File: src/rtl/hex_display_pkg.sv
// rtl/hex_display_pkg.sv - shared glyph table, seven-segment encoder and ALU state type
//
// Purpose: constants and helpers shared by the hex ALU top level and the
// digit scanner. Segment patterns are active-low, ordered abcdefg
// (bit 6 = a ... bit 0 = g).
package hex_display_pkg;

  localparam logic [6:0] SEG_BLANK = 7'b1111111;

  localparam logic [6:0] SEG_0 = 7'b0000001;
  localparam logic [6:0] SEG_1 = 7'b1001111;
  localparam logic [6:0] SEG_2 = 7'b0010010;
  localparam logic [6:0] SEG_3 = 7'b0000110;
  localparam logic [6:0] SEG_4 = 7'b1001100;
  localparam logic [6:0] SEG_5 = 7'b0100100;
  localparam logic [6:0] SEG_6 = 7'b0100000;
  localparam logic [6:0] SEG_7 = 7'b0001111;
  localparam logic [6:0] SEG_8 = 7'b0000000;
  localparam logic [6:0] SEG_9 = 7'b0000100;
  localparam logic [6:0] SEG_A = 7'b0001000;
  localparam logic [6:0] SEG_B = 7'b1100000;
  localparam logic [6:0] SEG_C = 7'b0110001;
  localparam logic [6:0] SEG_D = 7'b1000010;
  localparam logic [6:0] SEG_E = 7'b0110000;
  localparam logic [6:0] SEG_F = 7'b0111000;

  typedef enum logic {
    IDLE = 1'b0,
    CALC = 1'b1
  } alu_state_t;

  function automatic logic [6:0] hex_to_seg(input logic [3:0] nib);
    logic [6:0] seg;
    case (nib)
      4'h0:    seg = SEG_0;
      4'h1:    seg = SEG_1;
      4'h2:    seg = SEG_2;
      4'h3:    seg = SEG_3;
      4'h4:    seg = SEG_4;
      4'h5:    seg = SEG_5;
      4'h6:    seg = SEG_6;
      4'h7:    seg = SEG_7;
      4'h8:    seg = SEG_8;
      4'h9:    seg = SEG_9;
      4'hA:    seg = SEG_A;
      4'hB:    seg = SEG_B;
      4'hC:    seg = SEG_C;
      4'hD:    seg = SEG_D;
      4'hE:    seg = SEG_E;
      default: seg = SEG_F;
    endcase
    return seg;
  endfunction

endpackage

File: src/rtl/hex_display_scanner.sv
// rtl/hex_display_scanner.sv - time-multiplexed common-anode digit scanner
//
// Purpose: steps through DIGITS digit slots, REFRESH_DIV clocks per slot,
// driving the glyph of nibble k of value (or blank) on Seg with An[k] low.
// Ports:
//   Clock, Reset_n  - clock, asynchronous active-low reset
//   value           - DIGITS nibbles to display, nibble 0 = rightmost digit
//   blank           - per-digit blank request
//   Seg             - active-low segments abcdefg (registered)
//   An              - active-low one-hot digit enable (registered)
module hex_display_scanner
  import hex_display_pkg::*;
#(
  parameter int DIGITS      = 4,
  parameter int REFRESH_DIV = 100000
) (
  input  logic                  Clock,
  input  logic                  Reset_n,
  input  logic [DIGITS*4-1:0]   value,
  input  logic [DIGITS-1:0]     blank,
  output logic [6:0]            Seg,
  output logic [DIGITS-1:0]     An
);

  localparam int                CW       = $clog2(REFRESH_DIV);
  localparam logic [CW-1:0]     CNT_LAST = CW'(REFRESH_DIV - 1);
  localparam logic [2:0]        K_LAST   = 3'(DIGITS - 1);
  localparam logic [DIGITS-1:0] AN_RESET = ~(DIGITS'(1));

  logic [CW-1:0]     cnt;
  logic [2:0]        k;
  logic [2:0]        k_next;
  logic [3:0]        nib_next;
  logic              blank_next;
  logic [6:0]        seg_next;
  logic [DIGITS-1:0] an_next;

  // Everything for the following slot is prepared combinationally so that An
  // and Seg switch together on the wrap edge; a new value is therefore only
  // picked up at a slot boundary.
  always_comb begin
    k_next     = (k == K_LAST) ? 3'd0 : k + 3'd1;
    nib_next   = 4'h0;
    blank_next = 1'b0;
    an_next    = '1;
    for (int d = 0; d < DIGITS; d++) begin
      if (k_next == 3'(d)) begin
        nib_next   = value[d*4 +: 4];
        blank_next = blank[d];
        an_next[d] = 1'b0;
      end
    end
    seg_next = blank_next ? SEG_BLANK : hex_to_seg(nib_next);
  end

  always_ff @(posedge Clock or negedge Reset_n) begin
    if (!Reset_n) begin
      cnt <= '0;
      k   <= 3'd0;
      An  <= AN_RESET;
      Seg <= SEG_0;
    end else if (cnt == CNT_LAST) begin
      cnt <= '0;
      k   <= k_next;
      An  <= an_next;
      Seg <= seg_next;
    end else begin
      cnt <= cnt + CW'(1);
    end
  end

endmodule

File: src/rtl/hex_alu_display.sv
// rtl/hex_alu_display.sv - nibble-serial hex add/subtract with multiplexed 7-seg readout
//
// Purpose: on a rising edge of the Go button, captures A, B and Op and
// computes A+B or A-B one nibble per clock, then holds the result and scans
// it across DIGITS seven-segment displays.
// Ports:
//   Clock, Reset_n  - clock, asynchronous active-low reset
//   A, B            - WIDTH-bit operands (quasi-static switches)
//   Op              - 0 = add, 1 = subtract
//   Go              - asynchronous start button level
//   Busy            - nibbles being computed
//   Valid           - one-cycle pulse when Result updates
//   Result          - {carry/borrow, sum/difference}
//   Seg, An         - active-low segments and digit enables
module hex_alu_display
  import hex_display_pkg::*;
#(
  parameter int WIDTH       = 8,
  parameter int DIGITS      = 4,
  parameter int REFRESH_DIV = 100000,
  parameter int BLANK_LZ    = 1
) (
  input  logic              Clock,
  input  logic              Reset_n,
  input  logic [WIDTH-1:0]  A,
  input  logic [WIDTH-1:0]  B,
  input  logic              Op,
  input  logic              Go,
  output logic              Busy,
  output logic              Valid,
  output logic [WIDTH:0]    Result,
  output logic [6:0]        Seg,
  output logic [DIGITS-1:0] An
);

  localparam int         NIBBLES  = WIDTH / 4;
  localparam logic [2:0] LAST_IDX = 3'(NIBBLES - 1);

  // Go synchroniser and rising-edge detector.
  logic go_s1, go_s2, go_d;
  logic start;

  always_ff @(posedge Clock or negedge Reset_n) begin
    if (!Reset_n) begin
      go_s1 <= 1'b0;
      go_s2 <= 1'b0;
      go_d  <= 1'b0;
    end else begin
      go_s1 <= Go;
      go_s2 <= go_s1;
      go_d  <= go_s2;
    end
  end

  assign start = go_s2 & ~go_d;

  alu_state_t       state, state_next;
  logic [WIDTH-1:0] a_reg, b_reg, acc;
  logic             op_reg;
  logic             carry;
  logic [2:0]       idx;
  logic [WIDTH:0]   result_r;
  logic             valid_r;

  logic             load, step, finish;
  logic [3:0]       a_nib, b_nib, b_eff;
  logic [4:0]       nib_sum;
  logic [WIDTH-1:0] acc_next;

  // Nibble datapath: select nibble idx, add with carry, write it back into acc.
  always_comb begin
    a_nib = 4'h0;
    b_nib = 4'h0;
    for (int n = 0; n < NIBBLES; n++) begin
      if (idx == 3'(n)) begin
        a_nib = a_reg[n*4 +: 4];
        b_nib = b_reg[n*4 +: 4];
      end
    end
    // Inversion kept at 4 bits so the adder does not see a sign-extended ~B.
    b_eff   = op_reg ? ~b_nib : b_nib;
    nib_sum = {1'b0, a_nib} + {1'b0, b_eff} + {4'b0000, carry};
    acc_next = acc;
    for (int n = 0; n < NIBBLES; n++) begin
      if (idx == 3'(n)) begin
        acc_next[n*4 +: 4] = nib_sum[3:0];
      end
    end
  end

  // Next-state logic. A start seen in CALC is dropped, never queued.
  always_comb begin
    state_next = state;
    load       = 1'b0;
    step       = 1'b0;
    finish     = 1'b0;
    case (state)
      IDLE: begin
        if (start) begin
          state_next = CALC;
          load       = 1'b1;
        end
      end
      CALC: begin
        step = 1'b1;
        if (idx == LAST_IDX) begin
          state_next = IDLE;
          finish     = 1'b1;
        end
      end
      default: state_next = IDLE;
    endcase
  end

  always_ff @(posedge Clock or negedge Reset_n) begin
    if (!Reset_n) begin
      state    <= IDLE;
      a_reg    <= '0;
      b_reg    <= '0;
      op_reg   <= 1'b0;
      carry    <= 1'b0;
      idx      <= 3'd0;
      acc      <= '0;
      result_r <= '0;
      valid_r  <= 1'b0;
    end else begin
      state   <= state_next;
      valid_r <= finish;
      if (load) begin
        a_reg  <= A;
        b_reg  <= B;
        op_reg <= Op;
        carry  <= Op;
        idx    <= 3'd0;
        acc    <= '0;
      end else if (step) begin
        acc   <= acc_next;
        carry <= nib_sum[4];
        idx   <= idx + 3'd1;
        if (finish) begin
          // Subtraction reports borrow, the complement of the final carry.
          result_r <= {(op_reg ? ~nib_sum[4] : nib_sum[4]), acc_next};
        end
      end
    end
  end

  assign Busy   = (state == CALC);
  assign Valid  = valid_r;
  assign Result = result_r;

  // Display value is Result zero-extended to the full digit count.
  logic [DIGITS*4-1:0] disp_value;
  logic [DIGITS-1:0]   blank;
  logic                upper_zero;

  always_comb begin
    disp_value          = '0;
    disp_value[WIDTH:0] = result_r;
  end

  // Walk from the top digit down; a digit is blank while it and every digit
  // above it is zero. Digit 0 always shows.
  always_comb begin
    blank      = '0;
    upper_zero = 1'b1;
    for (int k = DIGITS - 1; k >= 0; k--) begin
      upper_zero = upper_zero & (disp_value[k*4 +: 4] == 4'h0);
      if ((BLANK_LZ != 0) && (k != 0)) begin
        blank[k] = upper_zero;
      end
    end
  end

  hex_display_scanner #(
    .DIGITS      (DIGITS),
    .REFRESH_DIV (REFRESH_DIV)
  ) u_scanner (
    .Clock   (Clock),
    .Reset_n (Reset_n),
    .value   (disp_value),
    .blank   (blank),
    .Seg     (Seg),
    .An      (An)
  );

endmodule

File: config.mk
export PLATFORM = sky130hd
export DESIGN_NAME = hex_alu_display
export DESIGN_NICKNAME = d
export VERILOG_FILES = /design/src/rtl/hex_display_pkg.sv /design/src/rtl/hex_display_scanner.sv /design/src/rtl/hex_alu_display.sv
export SDC_FILE = /design/constraint.sdc
export NUM_CORES = 1
export LEC_CHECK = 0
export CELL_PAD_IN_SITES_DETAIL_PLACEMENT = 0
export CELL_PAD_IN_SITES_GLOBAL_PLACEMENT = 1
export CORE_AREA = 5 5 96 98
export DETAILED_ROUTE_END_ITERATION = 10
export DIE_AREA = 0 0 101 103
export PLACE_DENSITY = 0.8
export SKIP_LAST_GASP = 1
export SLEW_MARGIN = 20
export SYNTH_ARGS = -nofsm -noshare
export SYNTH_HDL_FRONTEND = slang
export SYNTH_SLANG_ARGS = --single-unit
File: constraint.sdc
create_clock -name Clock -period 6.3 [get_ports Clock]
set_input_delay 1.26 -clock Clock [delete_from_list [all_inputs] [get_ports Clock]]
set_output_delay 1.26 -clock Clock [all_outputs]
set_load 0.1 [all_outputs]
==> reports/qor.yml, run 1 <==
antenna_found_initial: 0
dp_cells: 488
powerDensity_mw_per_mm2: 466.7
clock_latency_ns: 0.35
gp_congestion: 0.8263
synth_top_area_cell: "dfrtp_1"
ant_nets: 0
io_buffers: 41
rows: 34
start_util_pct: 42.71
grt-ovfl-total: 0
path_delay_family: "buffers and inverters"
n_fill_cell: 812
synth_edf_count: 0
path_cells: "clkdlybuf4s50_1"
ys_ff_latch: 70
hold_viol: 0
layout_setup_ws_ns: 2.934
drive_above_1_share_pct: 12.12
io_pins: 42
endpoint: "Busy"
p_leak_nw: 1.869
syn_avg_cell_area_um2: 10.08
dp.final_hpwl_um: 4752
syn_area_mm2: 0.003580
cp_slowest_cell: "clkdlybuf4s50_1"
cts-buffers-inserted: 9
syn_nets: 391
cp.arrival_ns: 2.11
slew_headroom_pct: 34.49
final_cell_mix: "dfrtp_1 (66), nand2_1 (48), nor2_1 (43), clkdlybuf4s50_1 (40), mux2_2 (21)"
vias: 2516
htreeDepth: 3
ys_warn_count: 0
r2r_cells: 8
fp.dieH_um: 103
firstDrtPassIters: 4
worst_pin_slew_ns: 0.9795
largest_register: "u_scanner.cnt"
preCtsSetupSlack_ns: 3.279
cts_root_buf: "clkbuf_8"
synth_top_area_share_pct: 46.14
fin_crit_sh_pct: 53.42
outcome: "finished clean"
nets: 427
synthCells: 355
drt_wl_total_um: 6716
cp_max_fo: 12
ys_async_sr_fraction_pct: 100.0
fp.dieW_um: 101
grt_max_degree: 71
synth_flop_cell: "dfrtp_1"
grt_pass1_vias: 2446
clk_pin_slew_worst_paths_ns: 0.07
dieArea_mm2: 0.01040
routedWlPerCell_um: 13.33
setup_violations: 0
cp_num_buf_inv: 1
min_path_type: "flip-flop to flip-flop"
maxSlewViolCount: 0
syn_to_final_growth_pct: 17.65
synth_area_leaders: "dfrtp_1 (46%), mux2_2 (6.6%), nand2_1 (5.0%), ha_1 (4.9%), nor2_1 (4.5%)"
cts_setup_buffers: 0
vias_per_cell: 4.992
critPathCaptureType: "primary output"
synthDistinctLibCells: 50
path_depth: 1
worstReg2RegEnd: "u_scanner.Seg[3]"
clock-skew-final_ns: 0.01104
final_common_cell: "dfrtp_1"
track_usage_pct: 14.05
ys_seq_area_share_pct: 49.07
largest_reg_flops: 17
cp-start-kind: "flip-flop"
dr.first_iter.drc_count: 64
required_ns: 5.04
num_antenna_cells: 0
cts_tree: "yes"
r2r-start: "u_scanner.k[0]"
clock-sinks: 70
critical_path_class: "flip-flop to primary output"
crit_path_start: "Busy"
post-route-drc-count: 0
vdd_ir_drop_max_uv: 224.8
core_mm2: 0.008381
rsz0062_at_grt: "false"
max_freq_mhz: 297.1
cts_max_path_buffers: 2
grt_pass1_wl_um: 11610
cts_hold_buffers: 0
instances_no_fill: 504
critPathMaxStageDelay_ns: 1.21
setup_tns_ns: 0
drv_cap: 0
min_period_ns: 3.366
reg2reg_slack_ns: 3.42
post_cts_resized: 0
[layer usage]
layer | track usage, % | vias up | wire length [µm]
met5 | 0 | - | 0
met1 | 18.64 | 1180 | 3315
met4 | 5.521 | 0 | 114
li1 | - | 1283 | -
met2 | 22.38 | 42 | 2973
met3 | 3.315 | 11 | 313
[synth_stat cells, types with 3 or more instances]
master and count:
dfrtp_1 66, nand2_1 48, nor2_1 43, mux2_2 21, a21oi_1 14, ha_1 14, nand3_1 14, clkbuf_1 13
o21ai_0 13, xor2_1 13, inv_1 10, xnor2_1 9, a31oi_1 6, and2_1 6, a22o_1 5, nand2b_1 5
and4_1 4, dfstp_2 4, a21o_1 3, nand4_1 3, nor2b_1 3
[per-stage QoR]
| step | util (%) | hold slack (ns) | total power, mW | cell area, µm² |
|---|---|---|---|---|
| 3_3_place_gp | 48.16 | 0.3335 | 1.646 | 4036 |
| 6_report | 50.25 | 0.3525 | 1.965 | 4212 |
| 2_1_floorplan | - | 0.3312 | 1.440 | 3580 |
| 4_1_cts | 50.25 | 0.3557 | 1.997 | 4212 |
| 3_5_place_dp | 48.16 | 0.3386 | 1.662 | 4036 |
| 5_1_grt | 50.25 | 0.3664 | 2.126 | 4212 |
[power breakdown]
part / internal [mW] / total, mW / switching [mW]
clock: 0.151 / 0.326 / 0.174
sequential: 0.560 / 0.655 / 0.0956
combinational: 0.383 / 0.985 / 0.602
total: 1.09 / 1.97 / 0.872
[cell families (layout without fill, tap and decap cells)]
kind of cell | after synthesis | count (layout) | share of synthesized area [%]
mux | 23 | 23 | 7.165
buf+inv | 27 | 68 | 3.600
flops | 70 | 70 | 49.07
fa+ha+maj | 16 | 16 | 6.012
compound gates | 56 | 56 | 10.31
simple gates | 141 | 141 | 18.46
xor+xnor | 22 | 22 | 5.383
[worst min-delay path by stage]
stage	from	endpoint	slack, ns	cells after the start
after floorplan	go_s1	go_s2	0.33	0
after global placement	go_s1	go_s2	0.33	0
after detailed placement	go_s1	go_s2	0.34	0
after CTS	go_s1	go_s2	0.36	0
after global routing	go_s1	go_s2	0.37	0
final	go_s1	go_s2	0.35	0
[final cells by class]
class                   count  area, µm²  area share [%]
flip-flops and latches     70       1757           41.71
multi-input cells         258       1694           40.23
repair buffers             42      412.9           9.804
clock buffers              10      137.6           3.268
well taps                 108      135.1           3.209
clock inverters             6      37.54          0.8913
inverters                  10      37.54          0.8913
Power figures use the tool's default switching activity.
==> run 2, diff against run 1 <==
--- a/config.mk
+++ b/config.mk
@@ -7,10 +7,10 @@
 export LEC_CHECK = 0
 export CELL_PAD_IN_SITES_DETAIL_PLACEMENT = 0
 export CELL_PAD_IN_SITES_GLOBAL_PLACEMENT = 1
-export CORE_AREA = 5 5 96 98
+export CORE_AREA = 5 5 98 100
 export DETAILED_ROUTE_END_ITERATION = 10
-export DIE_AREA = 0 0 101 103
-export PLACE_DENSITY = 0.8
+export DIE_AREA = 0 0 103 105
+export PLACE_DENSITY = 0.77
 export SKIP_LAST_GASP = 1
 export SLEW_MARGIN = 20
 export SYNTH_ARGS = -nofsm -noshare
==> constraint.sdc (replaced) <==
create_clock -name Clock -period 3.4 [get_ports Clock]
set_input_delay 0.68 -clock Clock [delete_from_list [all_inputs] [get_ports Clock]]
set_output_delay 0.68 -clock Clock [all_outputs]
set_load 0.1 [all_outputs]
==> run 2 against run 1 <==
Via count increased by 3.2%. Design area rose by 1.2%. Sequential share of layout area is 0.49 points lower. Worst hold slack gained 0.0026 ns. Non-clock buffer count up 3. Register-to-register slack worse by 2.9 ns. Critical endpoint is now acc[1]. Sequential cell count unchanged. Count of clock-buffer cells in the layout grew 1. Routed wire length is 6.7% higher. Worst setup slack got worse by 2.4 ns.
==> reports/qor.yml, run 2 (synthesized netlist as in run 1, its figures left out) <==
cp_slowest_cell: "ha_1"
hold_viol: 0  # unchanged
rows: 34  # unchanged
post-route-drc-count: 0  # unchanged
vias_per_cell: 5.122  # +2.6%
clock-sinks: 70  # unchanged
gp_congestion: 0.8412  # +1.8%
cp_max_fo: 17  # +5
grt_pass1_vias: 2577  # +5.4%
cts_root_buf: "clkbuf_8"
gr-usage-met3_pct: 2.998  # -0.32 points
cts_setup_buffers: 0  # unchanged
critPathCaptureType: "flip-flop"
maxSlewViolCount: 0  # unchanged
required_ns: 3.63  # -1.41 ns
track_usage_pct: 14.07  # +0.018 points
cp-start-kind: "flip-flop"
crit_path_start: "idx[1]"
largest_register: "u_scanner.cnt"
post_cts_resized: 0  # unchanged
final_cell_mix: "dfrtp_1 (66), nand2_1 (48), nor2_1 (43), clkdlybuf4s50_1 (23), mux2_2 (21)"
max_freq_mhz: 349.5
critPathMaxStageDelay_ns: 0.48  # -0.73 ns
cp.arrival_ns: 3.09  # +0.98 ns
largest_reg_flops: 17  # unchanged
vias: 2597  # +3.2%
rsz0062_at_grt: "false"
antenna_found_initial: 0  # unchanged
clk_pin_slew_worst_paths_ns: 0.08  # about the same
clock_latency_ns: 0.33  # -0.02 ns
vdd_ir_drop_max_uv: 401.9  # +79%
hold_start: "go_s1"
instances_no_fill: 507  # +0.60%
fp.dieH_um: 105  # +1.9%
start_util_pct: 41.66  # -1.1 points
fin_crit_sh_pct: 84.16
io_pins: 42  # unchanged
outcome: "finished clean"
nets: 430  # +0.70%
r2r-start: "idx[1]"
cts_max_path_buffers: 2  # unchanged
final_common_cell: "dfrtp_1"
powerDensity_mw_per_mm2: 895.4  # +92%
setup_violations: 0  # unchanged
dieArea_mm2: 0.01082  # +4.0%
worst_pin_slew_ns: 0.9618  # -0.01769 ns
grtUsageMet2_pct: 22.04  # -0.34 points
drv_cap: 0  # unchanged
grt_use_met1_pct: 19.36  # +0.72 points
min_path_type: "flip-flop to flip-flop"
cts_hold_buffers: 0  # unchanged
drt_wl_total_um: 7163  # +6.7%
path_cells: "inv_1, ha_1, nor2_1, a21oi_1, nor2_1, xnor2_1, fa_1, inv_1, fa_1, mux2_2, a22o_1"
core_mm2: 0.008593  # +2.5%
fp.dieW_um: 103  # +2.0%
min_period_ns: 2.861
critical_path_class: "flip-flop to flip-flop"
grt-ovfl-total: 0  # unchanged
setup_tns_ns: 0  # unchanged
ant_nets: 0  # unchanged
routedWlPerCell_um: 14.13  # +6.0%
dp_cells: 491  # +0.61%
cts-buffers-inserted: 9  # unchanged
p_leak_nw: 1.949  # +4.3%
clock-skew-final_ns: 0.009226  # -0.001817 ns
grt.busiest_layer: "met2"
cts_tree: "yes"
htreeDepth: 3  # unchanged
firstDrtPassIters: 4  # unchanged
dp.final_hpwl_um: 5222  # +9.9%
slew_headroom_pct: 35.68  # +1.2 points
grt_max_degree: 39  # -45%
grt_pass1_wl_um: 12300  # +6.0%
io_buffers: 41  # unchanged
syn_to_final_growth_pct: 19.05
drive_above_1_share_pct: 17.04  # +4.9 points
num_antenna_cells: 0  # unchanged
dr.first_iter.drc_count: 86  # +34%
run 2: final cells by class:
| class | instances | area [µm²] |
|---|---|---|
| Clock buffer | 11 | 151.4 |
| Clock inverter | 5 | 81.33 |
| Fill cell | 825 | 4332 |
| Inverter | 10 | 37.54 |
| Multi-Input combinational cell | 258 | 1694 |
| Sequential cell | 70 | 1757 |
| Tap cell | 108 | 135.1 |
| Timing Repair Buffer | 45 | 405.4 |
run 2: path summary, 6_finish.rpt:
path | to | slack (ns) | depth (start not counted)
min in group asynchronous | u_scanner.cnt[6] | 0.41 | 1
max in group asynchronous | u_scanner.Seg[0] | 2.26 | 2
max reg2reg | acc[1] | 0.54 | 11
min reg2reg | go_s2 | 0.36 | 0
max | acc[1] | 0.54 | 11
min | go_s2 | 0.36 | 0
run 2: worst max-delay path, delay by kind of cell, from the launching register on:
kind | cells | cell delay, ns
adder cells (fa/ha/maj) | 3 | 1.28
flip-flops | 1 | 0.39
AO/OA/AOI/OAI | 2 | 0.31
multiplexers | 1 | 0.29
buffers and inverters | 2 | 0.18
AND/OR/NAND/NOR | 2 | 0.16
XOR/XNOR | 1 | 0.15
run 2: metal layers:
| layer | vias up | wire length [µm] |
|---|---|---|
| li1 | 1292 | - |
| met1 | 1234 | 3399 |
| met2 | 62 | 3330 |
| met3 | 9 | 357 |
| met4 | 0 | 75 |
| met5 | - | 0 |
run 2: where the power goes:
part | internal, mW | total [mW] | switching (mW)
registers | 1.04 | 1.23 | 0.193
clock network | 0.454 | 0.777 | 0.324
logic | 0.692 | 1.81 | 1.12
total | 2.18 | 3.82 | 1.63
run 2: through the flow:
step	worst slack, ns	total power, mW	hold slack (ns)	instance area, µm²	utilization, %
final	0.5386	3.816	0.3552	4262	49.59
after global routing	0.2679	4.114	0.3740	4262	49.59
after CTS	0.5185	3.870	0.3575	4262	49.59
after detailed placement	0.5323	3.076	0.3393	4029	46.88
after global placement	0.5841	3.042	0.3352	4029	46.88
after floorplan	0.5882	2.669	0.3312	3580	-
==> run 3, diff against run 2 <==
--- a/config.mk
+++ b/config.mk
@@ -7,10 +7,10 @@
 export LEC_CHECK = 0
 export CELL_PAD_IN_SITES_DETAIL_PLACEMENT = 0
 export CELL_PAD_IN_SITES_GLOBAL_PLACEMENT = 1
-export CORE_AREA = 5 5 98 100
+export CORE_AREA = 5 5 102 104
 export DETAILED_ROUTE_END_ITERATION = 10
-export DIE_AREA = 0 0 103 105
-export PLACE_DENSITY = 0.77
+export DIE_AREA = 0 0 107 109
+export PLACE_DENSITY = 0.74
 export SKIP_LAST_GASP = 1
 export SLEW_MARGIN = 20
 export SYNTH_ARGS = -nofsm -noshare
==> constraint.sdc (replaced) <==
create_clock -name Clock -period 2.5 [get_ports Clock]
set_input_delay 0.5 -clock Clock [delete_from_list [all_inputs] [get_ports Clock]]
set_output_delay 0.5 -clock Clock [all_outputs]
set_load 0.1 [all_outputs]
==> run 3 against run 2 <==
The run now ends with negative setup slack left. Register-to-register slack got worse by 0.56 ns. Combinational power up 84%. Largest cell class unchanged. Global-route usage grew 0.27 points.
==> reports/qor.yml, run 3 (synthesized netlist as in run 1, its figures left out) <==
reg2reg_slack_ns: -0.02  # -0.56 ns
p_sw_share_pct: 40.49  # -2.3 points
cts_tree: "yes"
cp_slowest_cell: "fa_2"
vias_per_cell: 4.946  # -3.4%
max_freq_mhz: 397.1  # +14%
final_cell_mix: "dfrtp_1 (64), nand2_1 (47), buf_4 (47), nor2_1 (42), mux2_2 (19)"
drive_above_1_share_pct: 26.54  # +9.5 points
syn_to_final_growth_pct: 25.38
post-route-drc-count: 0  # unchanged
ant_nets: 0  # unchanged
cp.arrival_ns: 2.76  # -0.33 ns
firstDrtPassIters: 4  # unchanged
clock_latency_ns: 0.35  # +0.02 ns
powerDensity_mw_per_mm2: 1343  # +50%
dp.final_hpwl_um: 5630  # +7.8%
core_mm2: 0.009459  # +10%
routedWlPerCell_um: 13.92  # -1.5%
cts_root_buf: "clkbuf_8"
htreeDepth: 3  # unchanged
total_power_mw: 6.026  # +58%
nets: 453  # +5.3%
worstReg2RegEnd: "acc[1]"
num_antenna_cells: 0  # unchanged
critPathCaptureType: "flip-flop"
path_delay_family: "adder cells"
required_ns: 2.74  # -0.89 ns
dieArea_mm2: 0.01166  # +7.8%
dr.first_iter.drc_count: 53  # -38%
antenna_found_initial: 0  # unchanged
vdd_ir_drop_max_uv: 588.2  # +46%
clk_pin_slew_worst_paths_ns: 0.08  # about the same
io_buffers: 41  # unchanged
fp.dieW_um: 107  # +3.9%
drt_wl_total_um: 7462  # +4.2%
vias: 2651  # +2.1%
final_common_cell: "dfrtp_1"
switching_power_mw: 2.440  # +49%
rsz0062_at_grt: "true"
slew_headroom_pct: 59.67  # +24 points
min_period_ns: 2.518  # -0.3432 ns
min_path_type: "input pin to async pin"
largest_reg_flops: 17  # unchanged
clock-skew-final_ns: 0.009953  # +0.0007260 ns
start_util_pct: 37.84  # -3.8 points
grt_max_degree: 33  # -15%
track_usage_pct: 14.34  # +0.27 points
maxSlewViolCount: 0  # unchanged
grt_pass1_wl_um: 13110  # +6.6%
fin_area_mm2: 0.004488  # +5.3%
critical_path_class: "flip-flop to flip-flop"
gp_congestion: 0.8562  # +1.8%
drv_cap: 0  # unchanged
rows: 36  # +5.9%
cp_num_buf_inv: 2  # unchanged
place_area_mm2: 0.004199  # +4.2%
violations: "negative setup slack"
fin_crit_sh_pct: 100.7  # +17 points
cp-start-kind: "flip-flop"
cts_max_path_buffers: 2  # unchanged
clockPowerShare_pct: 16.9  # -3.5 points
fp.dieH_um: 109  # +3.8%
hold_viol: 0  # unchanged
r2r_cells: 12  # +1
combPwrFrac_pct: 55.2  # +7.8 points
clock-sinks: 70  # unchanged
setup_violations: 2  # +2
largest_register: "u_scanner.cnt"
critPathMaxStageDelay_ns: 0.44  # -0.04 ns
p_leak_nw: 2.081  # +6.7%
path_cells: "inv_2, ha_4, nand2_2, nor2_2, a21oi_2, nor2_1, xnor2_1, fa_2, inv_2, fa_2, mux2_4, a22o_1"
r2r-start: "idx[0]"
power_frac_seq_pct: 27.8  # -4.4 points
cp_max_fo: 3  # -14
layout_setup_ws_ns: -0.01821  # -0.5568 ns
io_pins: 42  # unchanged
internal-power_mw: 3.586  # +64%
cts-buffers-inserted: 9  # unchanged
grt-ovfl-total: 0  # unchanged
outcome: "finished with violations"
worst_pin_slew_ns: 0.6050  # -0.3569 ns
grt_pass1_vias: 2734  # +6.1%
==> run 3: changes by cell type in the layout (fill, tap and decap cells not counted), moves of 3 or more <==
cell	previous run	this run
inv_2	0	3
inv_1	10	7
buf_4	20	47
a21oi_1	14	11
clkdlybuf4s50_1	23	18
ha_1	14	11
a21oi_2	0	3
==> run 3: power groups by stage <==
stage               sequential [mW]  clock (mW)  combinational [mW]
finish                         1.68        1.02                3.33
global route                   1.73        1.11                3.66
CTS                            1.69        1.05                3.09
detailed placement             1.70           0                3.03
global placement               1.69           0                2.99
floorplan                      2.10           0                1.67
==> run 3: worst max path at each step <==
stage	startpoint	to	slack, ns	depth (start not counted)
floorplan	idx[0]	acc[1]	-0.08	11
global placement	idx[0]	acc[1]	0.01	12
detailed placement	idx[0]	acc[1]	-0.04	12
CTS	idx[0]	acc[1]	-0.002	12
global route	idx[0]	acc[1]	-0.17	12
finish	idx[0]	acc[1]	-0.02	12
==> run 3: timing repair <==
item	CTS	global route
pin swaps	5	11
hold buffers	0	0
setup endpoints to repair	5	10
gates resized for setup	7	6
buffers inserted	0	3
cloned	0	0
==> run 3: metal layers <==
metal	global-route usage (%)	vias to the layer above	wire (µm)
met5	0	-	0
met4	5.571	0	117
met3	4.500	9	356
met2	23.47	55	3589
met1	17.77	1246	3399
li1	-	1341	-
==> run 3: final cells by class <==
class / count / area, µm²
clock buffer: 10 / 137.6
tap: 114 / 142.6
timing repair buffer: 68 / 569.3
inverter: 10 / 37.54
sequential: 70 / 1759
clock inverter: 6 / 83.83
fill: 905 / 4971
multi-input combinational: 258 / 1758
==> run 3: through the flow <==
step	utilization [%]	setup TNS, ns	worst slack (ns)	hold slack (ns)	std cells
final	47.45	-0.02428	-0.01821	0.1552	536
after global routing	47.45	-1.120	-0.1664	0.1945	536
after CTS	47.01	-0.001973	-0.001973	0.1664	533
after detailed placement	44.39	-0.1269	-0.04020	0.3363	517
after global placement	44.39	0	0.01088	0.3374	517
after floorplan	-	-0.2158	-0.08342	0.2044	355
==> run 3: worst reg2reg max path, stage by stage, from the launching register on <==
cell and delay, ns:
dfrtp_1 0.43, inv_2 0.09, ha_4 0.15, nand2_2 0.05, nor2_2 0.08, a21oi_2 0.04, nor2_1 0.12, xnor2_1 0.11
fa_2 0.36, inv_2 0.08, fa_2 0.44, mux2_4 0.29, a22o_1 0.18
